===== config.mk =====
export PLATFORM = sky130hd
export DESIGN_NAME = id_target_ras
export DESIGN_NICKNAME = d
export VERILOG_FILES = /design/src/rtl/id_target_ras.sv
export SDC_FILE = /design/constraint.sdc
export NUM_CORES = 1
export LEC_CHECK = 0
export CORE_ASPECT_RATIO = 0.75
export CORE_UTILIZATION = 59
export DETAILED_ROUTE_END_ITERATION = 6
export PLACE_DENSITY = 0.79
export SLEW_MARGIN = 20
export SYNTH_ARGS = -nofsm -noshare
export SYNTH_HDL_FRONTEND = slang
export SYNTH_SLANG_ARGS = --single-unit

===== constraint.sdc =====
create_clock -name clk -period 6.4 [get_ports clk]
set_input_delay 1.28 -clock clk [delete_from_list [all_inputs] [get_ports clk]]
set_output_delay 1.28 -clock clk [all_outputs]
set_load 0.02 [all_outputs]

===== src/rtl/id_target_ras.sv =====
// id_target_ras: decode-stage control-flow target prediction backed by a circular return-address stack
module id_target_ras #(
  parameter int XLEN      = 32,
  parameter int RAS_DEPTH = 8
) (
  input  logic                         clk,
  input  logic                         rst,
  input  logic                         in_valid,
  input  logic [XLEN-1:0]              in_pc,
  input  logic [31:0]                  in_instr,
  input  logic                         stall,
  input  logic                         flush,
  output logic                         out_valid,
  output logic [XLEN-1:0]              out_pc,
  output logic [XLEN-1:0]              out_target,
  output logic [1:0]                   out_kind,
  output logic                         out_ras_hit,
  output logic [$clog2(RAS_DEPTH):0]   ras_count
);
  localparam int PW = $clog2(RAS_DEPTH);
  logic [XLEN-1:0] ras [RAS_DEPTH];
  logic [PW-1:0]   sp;
  logic [6:0]      opcode;
  logic [4:0]      rd, rs1;
  logic            is_jal, is_jalr, is_br, rd_link, rs1_link;
  logic            push, pop, empty, full, accept;
  logic            do_push, do_pop, do_rep;
  logic [XLEN-1:0] i_imm, b_imm, j_imm, top, link_addr, target;
  logic [1:0]      kind;
  logic            hit;
  logic [PW-1:0]   wr_idx;
  always_comb begin
    opcode    = in_instr[6:0];
    rd        = in_instr[11:7];
    rs1       = in_instr[19:15];
    is_jal    = opcode == 7'b1101111;
    is_jalr   = opcode == 7'b1100111;
    is_br     = opcode == 7'b1100011;
    rd_link   = rd == 5'd1 || rd == 5'd5;
    rs1_link  = rs1 == 5'd1 || rs1 == 5'd5;
    i_imm     = {{(XLEN-12){in_instr[31]}}, in_instr[31:20]};
    b_imm     = {{(XLEN-13){in_instr[31]}}, in_instr[31], in_instr[7], in_instr[30:25], in_instr[11:8], 1'b0};
    j_imm     = {{(XLEN-21){in_instr[31]}}, in_instr[31], in_instr[19:12], in_instr[20], in_instr[30:21], 1'b0};
    push      = (is_jal | is_jalr) & rd_link;
    pop       = is_jalr & rs1_link & ~(rd_link & rs1 == rd);
    empty     = ras_count == '0;
    full      = ras_count == (PW+1)'(RAS_DEPTH);
    accept    = in_valid & ~stall & ~flush;
    top       = ras[sp - PW'(1)];
    link_addr = in_pc + XLEN'(4);
    // a pop+push on a non-empty stack rewrites the top in place
    do_rep    = push & pop & ~empty;
    do_push   = push & ~do_rep;
    do_pop    = pop & ~push & ~empty;
    wr_idx    = do_rep ? sp - PW'(1) : sp;
    hit       = is_jalr & pop & ~empty;
    target    = is_br ? in_pc + b_imm :
                is_jal ? in_pc + j_imm :
                hit ? top : in_pc + i_imm;
    kind      = is_jal ? 2'b10 : is_jalr ? 2'b11 : is_br ? 2'b01 : 2'b00;
  end
  always_ff @(posedge clk) begin
    if (rst) begin
      sp        <= '0;
      ras_count <= '0;
    end else if (accept & do_push) begin
      sp        <= sp + PW'(1);
      ras_count <= full ? ras_count : ras_count + 1'b1;
    end else if (accept & do_pop) begin
      sp        <= sp - PW'(1);
      ras_count <= ras_count - 1'b1;
    end
  end
  always_ff @(posedge clk)
    if (!rst && accept && push) ras[wr_idx] <= link_addr;
  always_ff @(posedge clk) begin
    if (rst) begin
      out_valid   <= 1'b0;
      out_pc      <= '0;
      out_target  <= '0;
      out_kind    <= 2'b00;
      out_ras_hit <= 1'b0;
    end else if (flush) begin
      out_valid   <= 1'b0;
    end else if (!stall) begin
      out_valid   <= in_valid;
      out_pc      <= in_pc;
      out_target  <= target;
      out_kind    <= kind;
      out_ras_hit <= hit;
    end
  end
endmodule

==> flow_summary.toml <==
[global_route]
antenna_found_initial = 0
grt_usage = 0.349
grt_pass1_vias = 12700
grt_pass1_wl_um = 76600
grt_overflow_total = 0
grt_max_degree = 71

[cells_and_area]
nets = 1722
fin_util = 0.710
design_area_um2 = 20200
nFillCells = 1977
drive_above_1_share = 0.113
multi_input_area_um2 = 7800
antenna_cells = 0
regArea_um2 = 9190
stdcell_count = 2009
area_growth_pct = 16.7

[sta]
rsz0062_at_grt = "no"
hold_slack_ns = 0.451
finalCritPeriodShare = 0.729
slew-limit-headroom = 0.270
skew_ns = 0.0215
setup_violations = 0
worstMarginPinSlew_ns = 1.09
timing.final.ws_setup_ns = 1.73
fmax_mhz = 214
final.min_clock_period_ns = 4.67
setup-tns-final_ns = 0
final-max-slew-violation-count = 0
finalHoldViolCount = 0

[critical_path]
r2r_setup_slack_ns = 2.15
ff2ff_path_depth = 9
cp_cell_sequence = "clkdlybuf4s50_1 > inv_1 > fa_1 > o221ai_1 > a21oi_1 > o221ai_2 > nand2_1 > o311ai_1 > and3_1 > o221ai_1 > a211oi_1"
cpPeakStageDelay_ns = 0.78
path_max_fanout = 10
path_class = "in -> reg"
startpoint_type = "input pin"
worstPathArrival_ns = 5.11
cp_common_cell = "o221ai_1"
crit_family = "compound AO/OA/AOI/OAI gates"
reg2reg_from = "sp[0]$_SDFFE_PP0P_"
crit_slowest_cell = "clkdlybuf4s50_1"
crit_path_end_kind = "flip-flop"
worst-path-buf-inv = 2
worstPathRequired_ns = 6.84
timing.rr.end = "ras[5][21]$_DFFE_PP_"

[synthesis]
seq_area_frac_synth = 0.531
yosysTopAreaCell = "edfxtp_1"
synth_common_cells = "edfxtp_1 (256), nand2_1 (157), a21oi_1 (138)"
async_flop_share = 0
synth_top_area_share = 0.444
yosysMostFrequentCell = "edfxtp_1"
synth_warnings = 0
synth_cell_type_count = 82
synth_seq_cells = 331
avgSynthCellArea_um2 = 11.7
netlist_area_um2 = 17300
synth_area_leaders = "edfxtp_1 (44%), dfxtp_1 (8.7%), mux4_2 (8.3%)"
synthCells = 1480
synth_nets = 1603
ys.flop_type = "edfxtp_1"
synth_edf_count = 256

[power]
peakVddDrop_v = 0.000225
p_leak_nw = 6.90
power.density_nw_per_um2 = 249
total_power_mw = 5.02

[floorplanning]
start_util = 0.609
core_area_um2 = 28400
ios = 141
die_w_um = 200
num_rows = 53
die_area_um2 = 30000
die_y_um = 150

[worst_hold_path]
hold_path_class = "reg -> reg"
min_path_cells = 2
hp-start = "out_pc[14]$_SDFFE_PP0P_"
timing.hold.worst_endpoint = "out_pc[14]$_SDFFE_PP0P_"

[routing]
dr_total_vias = 13400
wl_per_cell_um = 25.7
drt_first_pass_iters = 5
viasPerCell = 6.69
route.detailed.drc = 0
wirelength_um = 51600
drt_iter0_markers = 1596
antenna_left = 0

[clock_network]
clock_path_buffers = 3
hold_buffers = 0
htreeDepth = 2
cts_buffers = 34
clock_sinks = 331
cts_setup_buffers = 0
clkTransAtPathRegs_ns = 0.06
ctsResizeCount = 0
cts_tree = "built"
clk_latency_ns = 0.54
cts_root_buf = "clkbuf_16"

[placement]
port_buffers = 140
dp_hpwl_um = 35400
dpl.cell_count = 1948
gp_congestion = 0.956
placed_area_um2 = 19100
dpl_worst_slack_ns = 1.33

[run_status]
outcome = "finished, final reports clean"

[flow_run]
drv_cap = 0
[metal layers]
layer	routed length, um	part of all wire	vias to the layer above	GRT usage
li1	-	-	5903	-
met5	0	0	-	0
met4	1770	0.034	0	0.130
met3	5180	0.10	119	0.0744
met2	23100	0.45	804	0.531
met1	21500	0.42	6616	0.497
[kinds of logic (layout without fill, tap and decap cells)]
kind of cell | count (synthesis) | count (layout) | synth area share
simple gates | 429 | 429 | 0.115
compound gates | 369 | 369 | 0.138
flops | 331 | 331 | 0.531
buf+inv | 104 | 248 | 0.0247
mux | 100 | 100 | 0.104
xor+xnor | 93 | 93 | 0.0470
fa+ha+maj | 54 | 54 | 0.0408
[tightest hold or removal path: stages (launching register included)]
cell and delay [ns]:
dfxtp_1 0.31, nand2_1 0.05, a21oi_1 0.05
[where the power goes]
part	total (mW)	switching, mW	internal [mW]
Combinational	0.740	0.457	0.283
Clock	1.93	0.849	1.08
Sequential	2.36	0.0184	2.34
Total	5.02	1.32	3.70
[cell usage in the layout, fill, tap and decap left out, types with 20 or more instances in the layout]
cell type,Yosys,routed
a211oi_1,21,21
a21o_1,21,21
a21oi_1,138,138
buf_4,3,26
clkbuf_16,0,35
clkdlybuf4s50_1,0,139
dfxtp_1,75,74
edfxtp_1,256,256
ha_1,50,49
inv_1,20,20
mux2i_1,31,31
mux4_2,64,64
nand2_1,157,157
nand4_1,22,22
nor2_1,119,112
nor3_1,34,33
o21ai_0,44,44
o21ai_1,23,23
xnor2_1,58,58
xor2_1,35,34
[worst max path at each step]
stage                start                           to  depth (start not counted)
2_1_floorplan  in_instr[5]          ras[3][0]$_DFFE_PP_                          8
3_3_place_gp   in_instr[3]         ras[5][31]$_DFFE_PP_                         10
3_5_place_dp   in_instr[3]         ras[7][26]$_DFFE_PP_                         11
4_1_cts        in_instr[3]         ras[7][25]$_DFFE_PP_                         11
5_1_grt           in_pc[2]  out_target[31]$_SDFFE_PP0P_                         11
6_report          in_pc[2]  out_target[31]$_SDFFE_PP0P_                         11
[sequential cells by signal (all words and copies together), names as in the netlist]
name and flops:
ras 256, out_pc 32, out_target 32, ras_count 4, sp 3, out_kind 2, out_ras_hit 1, out_valid 1
[cell type report]
class                      instances  area share
clock buffer                      43      0.0458
clock inverter                    18     0.00675
inverter                          21     0.00390
multi-input combinational       1045       0.386
sequential                       331       0.455
tap                              385      0.0238
timing repair buffer             166      0.0788
No activity file was read; power rests on OpenSTA's default activity.
